`src/rtl/inst_fetch_resp_pkg.sv`:
```
// -----------------------------------------------------------------------------
// inst_fetch_resp_pkg
// Shared types and constants for the instruction-fetch responder:
//   - fetch FSM state encoding (FetchIdle .. FetchDrop)
//   - bus widths (InstAddrBus, InstBus, word-address width)
//   - timeout counter width
//   - helper that flags a misaligned fetch address
// -----------------------------------------------------------------------------
package inst_fetch_resp_pkg;

  localparam int InstAddrBus   = 32;
  localparam int InstBus       = 32;
  localparam int WordAddrW     = 30;
  localparam int FetchTimeoutW = 8;
  localparam logic ChipEnable  = 1'b1;

  typedef enum logic [2:0] {
    FetchIdle = 3'd0,
    FetchReq  = 3'd1,
    FetchWait = 3'd2,
    FetchHold = 3'd3,
    FetchDrop = 3'd4
  } fetch_state_e;

  // Instructions are word aligned; any set low bit is an address error.
  function automatic logic pc_misaligned(input logic [InstAddrBus-1:0] pc);
    return (pc[1:0] != 2'b00);
  endfunction

endpackage

```
`src/rtl/inst_fetch_resp_if.sv`:
```
// -----------------------------------------------------------------------------
// inst_fetch_resp_if
// Bundles the fetch-side and memory-side signals of the fetch responder.
//   Pipeline side : ce, pc, flush, stall_id -> inst, inst_valid, fetch_adel,
//                   fetch_berr, stallreq
//   Memory side   : mem_req, mem_addr -> mem_gnt, mem_rvalid, mem_rdata
// Modports:
//   slave  - the responder itself
//   master - the environment (PC generator, controller and memory)
// -----------------------------------------------------------------------------
interface inst_fetch_resp_if;
  import inst_fetch_resp_pkg::*;

  logic                   ce;
  logic [InstAddrBus-1:0] pc;
  logic                   flush;
  logic                   stall_id;
  logic [InstBus-1:0]     inst;
  logic                   inst_valid;
  logic                   fetch_adel;
  logic                   fetch_berr;
  logic                   stallreq;
  logic                   mem_req;
  logic [WordAddrW-1:0]   mem_addr;
  logic                   mem_gnt;
  logic                   mem_rvalid;
  logic [InstBus-1:0]     mem_rdata;

  modport slave (
    input  ce, pc, flush, stall_id, mem_gnt, mem_rvalid, mem_rdata,
    output inst, inst_valid, fetch_adel, fetch_berr, stallreq, mem_req, mem_addr
  );

  modport master (
    output ce, pc, flush, stall_id, mem_gnt, mem_rvalid, mem_rdata,
    input  inst, inst_valid, fetch_adel, fetch_berr, stallreq, mem_req, mem_addr
  );

endinterface

```
`src/rtl/inst_fetch_resp_timer.sv`:
```
// -----------------------------------------------------------------------------
// fetch_timer
// Counts cycles spent waiting for a memory response.
//   clk       - core clock
//   rst       - asynchronous active-low reset
//   i_clear   - restart the count (a grant begins a new transaction)
//   i_enable  - count this cycle (waiting for a response)
//   o_expired - this enabled cycle is the TIMEOUT-th counted cycle (or later)
// -----------------------------------------------------------------------------
module fetch_timer
  import inst_fetch_resp_pkg::*;
#(
  parameter int unsigned TIMEOUT = 255
) (
  input  logic clk,
  input  logic rst,
  input  logic i_clear,
  input  logic i_enable,
  output logic o_expired
);

  // r_count holds the number of earlier counted cycles, so the last allowed
  // cycle sees TIMEOUT-1.
  localparam logic [FetchTimeoutW-1:0] Limit = FetchTimeoutW'(TIMEOUT - 32'd1);

  logic [FetchTimeoutW-1:0] r_count;

  // Saturating wait-cycle counter, cleared at the start of each transaction
  always_ff @(posedge clk or negedge rst) begin
    if (!rst) begin
      r_count <= 8'd0;
    end else if (i_clear) begin
      r_count <= 8'd0;
    end else if (i_enable && (r_count != 8'hFF)) begin
      r_count <= r_count + 8'd1;
    end else begin
      r_count <= r_count;
    end
  end

  // >= rather than == so a flush landing on the expiry cycle still times out in DROP
  assign o_expired = i_enable && (r_count >= Limit);

endmodule

```
`src/rtl/inst_fetch_resp.sv`:
```
// -----------------------------------------------------------------------------
// inst_fetch_resp
// Memory-side end of the instruction-fetch path. Takes pc/ce from the PC
// generator, runs a single request/grant/response transaction on the
// instruction memory and returns the word with a valid flag to IF/ID.
// Handles flush, misaligned pc (fetch_adel) and memory timeout (fetch_berr).
//   clk - core clock
//   rst - asynchronous active-low reset
//   bus - inst_fetch_resp_if.slave (pipeline and memory signals)
// Parameter TIMEOUT (1..255): counted WAIT cycles before a bus error.
// -----------------------------------------------------------------------------
module inst_fetch_resp
  import inst_fetch_resp_pkg::*;
#(
  parameter int unsigned TIMEOUT = 255
) (
  input  logic              clk,
  input  logic              rst,
  inst_fetch_resp_if.slave  bus
);

  fetch_state_e         r_state;
  logic [InstBus-1:0]   r_inst;
  logic                 r_inst_valid;
  logic                 r_adel;
  logic                 r_berr;
  logic                 r_mem_req;
  logic [WordAddrW-1:0] r_mem_addr;

  logic w_timer_clr;
  logic w_timer_en;
  logic w_expired;

  // The count restarts on every grant, including a grant that is then dropped
  assign w_timer_clr = (r_state == FetchReq) && bus.mem_gnt;
  assign w_timer_en  = (r_state == FetchWait) || (r_state == FetchDrop);

  fetch_timer #(
    .TIMEOUT(TIMEOUT)
  ) u_fetch_timer (
    .clk      (clk),
    .rst      (rst),
    .i_clear  (w_timer_clr),
    .i_enable (w_timer_en),
    .o_expired(w_expired)
  );

  // Fetch FSM with all outputs registered
  always_ff @(posedge clk or negedge rst) begin
    if (!rst) begin
      r_state      <= FetchIdle;
      r_inst       <= 32'd0;
      r_inst_valid <= 1'b0;
      r_adel       <= 1'b0;
      r_berr       <= 1'b0;
      r_mem_req    <= 1'b0;
      r_mem_addr   <= 30'd0;
    end else begin
      // Error flags and inst_valid are single-cycle pulses unless HOLD keeps valid.
      r_adel       <= 1'b0;
      r_berr       <= 1'b0;
      r_inst_valid <= 1'b0;
      case (r_state)
        FetchIdle: begin
          if ((bus.ce == ChipEnable) && !bus.flush) begin
            if (pc_misaligned(bus.pc)) begin
              r_adel <= 1'b1;
            end else begin
              r_mem_addr <= bus.pc[31:2];
              r_mem_req  <= 1'b1;
              r_state    <= FetchReq;
            end
          end
        end
        FetchReq: begin
          if (bus.flush) begin
            // A grant in the flush cycle leaves a response in flight to drain.
            r_mem_req <= 1'b0;
            r_state   <= bus.mem_gnt ? FetchDrop : FetchIdle;
          end else if (bus.mem_gnt) begin
            r_mem_req <= 1'b0;
            r_state   <= FetchWait;
          end
        end
        FetchWait: begin
          if (bus.flush) begin
            r_state <= bus.mem_rvalid ? FetchIdle : FetchDrop;
          end else if (bus.mem_rvalid) begin
            r_inst       <= bus.mem_rdata;
            r_inst_valid <= 1'b1;
            r_state      <= bus.stall_id ? FetchHold : FetchIdle;
          end else if (w_expired) begin
            r_berr  <= 1'b1;
            r_state <= FetchIdle;
          end
        end
        FetchHold: begin
          if (bus.flush || !bus.stall_id) begin
            r_state <= FetchIdle;
          end else begin
            r_inst_valid <= r_inst_valid;
          end
        end
        FetchDrop: begin
          if (bus.mem_rvalid || w_expired) begin
            r_state <= FetchIdle;
          end
        end
        default: begin
          r_mem_req <= 1'b0;
          r_state   <= FetchIdle;
        end
      endcase
    end
  end

  assign bus.inst       = r_inst;
  assign bus.inst_valid = r_inst_valid;
  assign bus.fetch_adel = r_adel;
  assign bus.fetch_berr = r_berr;
  assign bus.mem_req    = r_mem_req;
  assign bus.mem_addr   = r_mem_addr;
  assign bus.stallreq   = (r_state != FetchIdle);

endmodule

```
`src/flat_wrapper.sv`:
```
// flat-port wrapper written by rule: the top's interface ports become plain ports
module inst_fetch_resp_flat import inst_fetch_resp_pkg::*;
#(
  parameter int unsigned TIMEOUT = 255
)
  (clk, rst, bus_ce, bus_pc, bus_flush, bus_stall_id, bus_mem_gnt, bus_mem_rvalid, bus_mem_rdata, bus_inst, bus_inst_valid, bus_fetch_adel, bus_fetch_berr, bus_stallreq, bus_mem_req, bus_mem_addr);
  inst_fetch_resp_if bus_i ();
  input  logic clk;
  input  logic rst;
  input wire logic [$bits(bus_i.ce)-1:0] bus_ce;
  input wire logic [$bits(bus_i.pc)-1:0] bus_pc;
  input wire logic [$bits(bus_i.flush)-1:0] bus_flush;
  input wire logic [$bits(bus_i.stall_id)-1:0] bus_stall_id;
  input wire logic [$bits(bus_i.mem_gnt)-1:0] bus_mem_gnt;
  input wire logic [$bits(bus_i.mem_rvalid)-1:0] bus_mem_rvalid;
  input wire logic [$bits(bus_i.mem_rdata)-1:0] bus_mem_rdata;
  output wire logic [$bits(bus_i.inst)-1:0] bus_inst;
  output wire logic [$bits(bus_i.inst_valid)-1:0] bus_inst_valid;
  output wire logic [$bits(bus_i.fetch_adel)-1:0] bus_fetch_adel;
  output wire logic [$bits(bus_i.fetch_berr)-1:0] bus_fetch_berr;
  output wire logic [$bits(bus_i.stallreq)-1:0] bus_stallreq;
  output wire logic [$bits(bus_i.mem_req)-1:0] bus_mem_req;
  output wire logic [$bits(bus_i.mem_addr)-1:0] bus_mem_addr;
  assign bus_i.ce = bus_ce;
  assign bus_i.pc = bus_pc;
  assign bus_i.flush = bus_flush;
  assign bus_i.stall_id = bus_stall_id;
  assign bus_i.mem_gnt = bus_mem_gnt;
  assign bus_i.mem_rvalid = bus_mem_rvalid;
  assign bus_i.mem_rdata = bus_mem_rdata;
  assign bus_inst = bus_i.inst;
  assign bus_inst_valid = bus_i.inst_valid;
  assign bus_fetch_adel = bus_i.fetch_adel;
  assign bus_fetch_berr = bus_i.fetch_berr;
  assign bus_stallreq = bus_i.stallreq;
  assign bus_mem_req = bus_i.mem_req;
  assign bus_mem_addr = bus_i.mem_addr;
  inst_fetch_resp #(.TIMEOUT(TIMEOUT)) u_core (.clk(clk), .rst(rst), .bus(bus_i));
endmodule
```
`config.mk`:
```
export PLATFORM = sky130hd
export DESIGN_NAME = inst_fetch_resp_flat
export DESIGN_NICKNAME = d
export VERILOG_FILES = /design/src/rtl/inst_fetch_resp_pkg.sv /design/src/rtl/inst_fetch_resp_if.sv /design/src/rtl/inst_fetch_resp_timer.sv /design/src/rtl/inst_fetch_resp.sv /design/src/flat_wrapper.sv
export SDC_FILE = /design/constraint.sdc
export NUM_CORES = 1
export LEC_CHECK = 0
export ABC_AREA = 0
export CORE_MARGIN = 3
export CORE_UTILIZATION = 38
export DETAILED_ROUTE_END_ITERATION = 16
export GPL_ROUTABILITY_DRIVEN = 0
export PLACE_DENSITY = 0.76
export SETUP_SLACK_MARGIN = 0.2
export SYNTH_ARGS = -nofsm -noshare
export SYNTH_HDL_FRONTEND = slang
export SYNTH_HIERARCHICAL = 1
export SYNTH_SLANG_ARGS = --single-unit
```
`constraint.sdc`:
```
create_clock -name clk -period 2.6 [get_ports clk]
set_input_delay 0.26 -clock clk [delete_from_list [all_inputs] [get_ports clk]]
set_output_delay 0.26 -clock clk [all_outputs]
set_load 0.05 [all_outputs]
```
==> results of run 1 <==
==> cell families (layout without fill, tap and decap cells) <==
logic type,Yosys count,in the layout,share of synthesized area [%]
flops,77,77,56.43
mux,64,64,24.51
simple gates,49,49,9.601
compound gates,25,25,5.131
buf+inv,17,160,3.334
fa+ha+maj,2,2,0.7328
xor+xnor,1,1,0.2566
==> layout make-up <==
cell class              instances  area [um2]
clock buffers                  11       151.4
fillers                       687        3367
clock inverters                 4       95.09
inverters                       6       22.52
flip-flops and latches         77        1927
well taps                     105       131.4
repair buffers                139        1396
multi-input cells             141        1374
==> registers in the layout, indices dropped and copies added, names as in the netlist <==
register                      flops
u_core/bus.mem_addr              30
u_core/bus.mem_req                1
u_core/u_fetch_timer/r_count      8
u_core/bus.inst                  32
u_core/bus.fetch_berr             1
u_core/bus.inst_valid             1
u_core/r_state                    3
u_core/bus.fetch_adel             1
==> worst paths after layout <==
path | from | endpoint | slack [ps]
min | rst | u_core/bus.inst[12]$_DFFE_PN0P_ | 50
min in group clk | u_core/bus.inst[28]$_DFFE_PN0P_ | u_core/bus.inst[28]$_DFFE_PN0P_ | 510
max reg2reg | u_core/r_state[1]$_DFFE_PN0P_ | u_core/bus.mem_addr[5]$_DFFE_PN0P_ | 590
max | u_core/r_state[1]$_DFFE_PN0P_ | bus_stallreq | 350
max in group asynchronous | rst | u_core/bus.mem_req$_DFFE_PN0P_ | 1930
min reg2reg | u_core/bus.inst[28]$_DFFE_PN0P_ | u_core/bus.inst[28]$_DFFE_PN0P_ | 510
==> power groups by stage <==
stage / registers (uW) / clock network (uW) / logic [uW]
3_3_place_gp: 2040 / 0 / 3740
3_5_place_dp: 2070 / 0 / 3800
4_1_cts: 2050 / 1130 / 3810
5_1_grt: 2120 / 1180 / 3910
6_report: 2040 / 1100 / 3770
2_1_floorplan: 3680 / 0 / 851
==> per-layer routing <==
| layer | part of all wire [%] | wire length, um | vias up | GRT usage [%] |
|---|---|---|---|---|
| met5 | 0 | 0 | - | 0 |
| met4 | 1.1 | 85 | 0 | 5.596 |
| met3 | 6.9 | 549 | 7 | 2.976 |
| met2 | 51 | 4054 | 79 | 26.43 |
| met1 | 41 | 3276 | 1194 | 20.57 |
| li1 | - | - | 1127 | - |
==> Yosys cell counts, types with 2 or more instances <==
master    instances  share of area, %
a31oi_1           3              0.55
nor2_1            9              0.99
nor2b_1           3              0.55
mux2_4           31                14
dfrtp_1          77                56
a21oi_1           4              0.59
inv_1             6              0.66
ha_1              2              0.73
o21ai_0           4              0.59
mux2_2           33                11
nor4b_1           2              0.51
and4_1            3              0.77
buf_6             6               2.0
nor3_1            4              0.59
nand3_1           8               1.2
nand2b_1          2              0.37
nand2_1           4              0.44
or3_1             2              0.37
clkbuf_1          2              0.22
nand3b_1          2              0.44
a211oi_1          3              0.66
==> critical path: cells and delay by family, from the launching register on <==
kind / cells / cell delay [ps]
buffers and inverters: 1 / 710
flip-flops: 1 / 510
AND/OR/NAND/NOR: 1 / 430
==> through the flow <==
step | hold slack (ps) | area, um2 | worst slack, ps
floorplan | -35.59 | 3415 | 816.7
global placement | 469.7 | 4851 | 463.3
finish | 48.49 | 5097 | 354.8
CTS | 96.82 | 5097 | 332.8
global route | 140.3 | 5097 | 280.6
detailed placement | 475.1 | 4851 | 417.0
==> results.yml, run 1 <==
layout:
  final_cell_mix: "clkdlybuf4s50_1, dfrtp_1, mux2_2"
  layoutNonFillerInstCount: 483
  final_nets: 447
  area_growth_pct: 49.29
  drive_gt1_share_pct: 23.54
  final_common_cell: "clkdlybuf4s50_1"
  antenna_cells: 0
  utilization_pct: 60.22
worst_setup_path:
  worst_path_largest_cell_delay_ps: 710
  worstSetupPathType: "register to output port"
  critPathSlowestCell: "clkdlybuf4s50_1"
  start_kind: "register"
  cp.required_ps: 2340
  worstPathCellList: "or3_1 > clkdlybuf4s50_1"
  reg2reg_depth: 4
  crit_arrival_ps: 1990
  crit_path_end_kind: "output port"
  critical_path_peak_fanout: 12
floorplanning:
  start_util_pct: 40.34
  fp.dieW_um: 100.8
  rows: 33
  fp.dieH_um: 100.8
  io_pins: 138
  core_um2: 8464
  dieArea_um2: 10160
detailed_routing:
  drt-vias-per-instance: 4.983
  dr.pass1.iters: 4
  drt_iter0_drc: 50
  routed_wl_um: 7967
  route.detailed.wl_per_inst_um: 16.49
  drc: 0
  vias: 2407
  ant_nets: 0
power:
  p_leak_uw: 0.002343
  p_comb_share_pct: 54.5
  internal-power_uw: 3877
  switchingPower_uw: 3036
  power_frac_clock_pct: 15.9
  seqPwrFrac_pct: 29.5
  power_density_nw_per_um2: 1356
  p_total_uw: 6913
  vdd_ir_drop_max_v: 0.0005172
  swShare_pct: 43.91
global_routing:
  grt_overflow: 0
  grt_first_pass_wirelength_um: 12610
  grt_usage_pct: 15.84
  antenna_found_initial: 0
  grt_max_degree: 78
  first_global_vias: 2472
timing:
  finalSetupViolations: 0
  clock.fmax_mhz: 445.4
  final.min_clock_period_ps: 2245
  rsz0062_at_grt: "false"
  hold_viol: 0
  slew_headroom_pct: 37.49
  worst_slew_pin_slew_ps: 937.6
  tns_ps: 0
  fin_crit_sh_pct: 86.35
  slew_viol_final: 0
  skew_ps: 11.54
clocking:
  cts-resized-gates: 0
  numCtsBuffers: 9
  root_buffer: "clkbuf_8"
  htreeDepth: 3
  clkTransAtPathRegs_ps: 80
  post_cts_buffers: 0
  clock-sinks: 77
  clk_latency_ps: 340
  cts_buffer_depth: 2
  hold_buffers: 0
  tritoncts: "yes"
synth:
  ys_ff_latch: 77
  ys_warn_count: 6
  synth_cell_types: 46
  syn_inst: 235
  yosysSeqAreaShare_pct: 56.43
  synth_fp_nets: 308
  synth_edf_count: 0
  synth_area_um2: 3415
  synth_top_flop_cell: "dfrtp_1"
  async_flop_share_pct: 100.0
  syn_avg_cell_area_um2: 14.53
placement:
  place.detailed.hpwl_um: 5978
  place_inst: 468
  port_buffers: 137
run_status:
  status: "finished, final reports clean"
min_path:
  hp-class: "primary input to async pin"
job:
  cap_violations: 0
(Power assumes the default switching activity.)
==> inputs of run 2 (changes only) <==
Settings changed: CELL_PAD_IN_SITES_DETAIL_PLACEMENT from default to 0, CELL_PAD_IN_SITES_GLOBAL_PLACEMENT from default to 1, CORE_UTILIZATION 38 to 36, PLACE_DENSITY 0.76 to 0.88.
==> run 2 against run 1 <==
  * Clock power shrank 16%
  * Final cell count increased by 4.8%
  * First-iteration DRC count rose by 14%
  * Register-to-register slack hardly changed
  * Largest power group unchanged
==> results.yml, run 2 (synthesis results as in run 1) <==
global_routing:
  grt_usage_pct: 14.11
  antenna_found_initial: 0
  busiest_layer: "met2"
  grt_max_degree: 78
  first_global_vias: 2380
  use_met2_pct: 23.09
  grt_overflow: 0
  grt_use_met1_pct: 17.88
  met3_usage_pct: 3.890
  grt_first_pass_wirelength_um: 11680
clocking:
  clk_latency_ps: 350
  hold_buffers: 0
  tritoncts: "yes"
  root_buffer: "clkbuf_8"
  clock-sinks: 77
  post_cts_buffers: 0
  cts_buffer_depth: 2
  numCtsBuffers: 9
  cts-resized-gates: 0
  clkTransAtPathRegs_ps: 100
  htreeDepth: 3
timing:
  rsz0062_at_grt: "false"
  hold_ws_ps: 47.95
  worst_slew_pin_slew_ps: 943.9
  slew_viol_final: 0
  slew_headroom_pct: 37.07
  hold_viol: 0
  fin_crit_sh_pct: 86.09
  clock.fmax_mhz: 446.8
  final.min_clock_period_ps: 2238
  tns_ps: 0
  finalSetupViolations: 0
  setup_slack_ps: 361.7
  skew_ps: 17.53
job:
  cap_violations: 0
worst_setup_path:
  critical_path_peak_fanout: 12
  crit_arrival_ps: 1980
  start_kind: "register"
  cp.required_ps: 2340
  worstSetupPathType: "register to output port"
  crit_path_end_kind: "output port"
  r2r_slack_ps: 590
placement:
  place.detailed.hpwl_um: 5737
  port_buffers: 137
  placed_cell_area_um2: 4897
  dpl_worst_slack_ps: 531.0
  place_inst: 490
power:
  vdd_ir_drop_max_v: 0.0004990
  power_density_nw_per_um2: 1318
  p_leak_uw: 0.002325
floorplanning:
  dieArea_um2: 10690
  core_um2: 8976
  rows: 34
  io_pins: 138
  start_util_pct: 38.04
  fp.dieW_um: 103.4
  fp.dieH_um: 103.4
layout:
  largest_register_ff_count: 32
  layoutNonFillerInstCount: 506
  antenna_cells: 0
  final_common_cell: "clkdlybuf4s50_1"
  final_nets: 448
  fin_area_um2: 5101
  area_growth_pct: 49.40
  drive_gt1_share_pct: 23.95
  final_cell_mix: "clkdlybuf4s50_1, dfrtp_1, mux2_2"
detailed_routing:
  route.detailed.wl_per_inst_um: 15.11
  routed_wl_um: 7645
  drt_iter0_drc: 57
  vias: 2371
  dr.pass1.iters: 4
  ant_nets: 0
  drt-vias-per-instance: 4.686
  drc: 0
min_path:
  hp-class: "primary input to async pin"
run_status:
  status: "finished, final reports clean"
[run 2: worst paths after layout]
check	cells after the start	startpoint	endpoint
worst max register to register	5	u_core/r_state[1]$_DFFE_PN0P_	u_core/u_fetch_timer/r_count[5]$_DFFE_PN0P_
worst min-delay path	1	rst	u_core/bus.inst[10]$_DFFE_PN0P_
min in group clk	1	u_core/bus.inst[28]$_DFFE_PN0P_	u_core/bus.inst[28]$_DFFE_PN0P_
worst min register to register	1	u_core/bus.inst[28]$_DFFE_PN0P_	u_core/bus.inst[28]$_DFFE_PN0P_
max in group asynchronous	1	rst	u_core/bus.inst[4]$_DFFE_PN0P_
worst max-delay path	2	u_core/r_state[1]$_DFFE_PN0P_	bus_stallreq
[run 2: layer usage]
metal / wire length, um / up-vias
li1: - / 1129
met1: 3263 / 1153
met2: 3783 / 82
met3: 537 / 7
met4: 61 / 0
met5: 0 / -
[run 2: critical path, cell delays in order, from the launching register on]
cell	delay, ps
dfrtp_1	510
or3_1	420
clkdlybuf4s50_1	710
[run 2: area by class of cell]
cell class              count  area, um2
fillers                   744       3875
flip-flops and latches     77       1927
repair buffers            140       1416
multi-input cells         141       1374
well taps                 126      157.7
clock buffers               9      123.9
clock inverters             7      80.08
inverters                   6      22.52
[run 2: through the flow]
stage	power (uW)	utilization [%]
3_5_place_dp	5859	54.56
4_1_cts	6800	56.83
5_1_grt	7045	56.83
3_3_place_gp	5803	54.56
2_1_floorplan	4530	-
6_report	6722	56.83
[run 2: power breakdown]
part / leakage [uW] / total, uW / internal, uW / switching [uW]
combinational: 0.00123 / 3760 / 1490 / 2280
clock: 0.0000968 / 925 / 455 / 470
sequential: 0.00100 / 2030 / 1710 / 325
total: 0.00233 / 6720 / 3650 / 3070
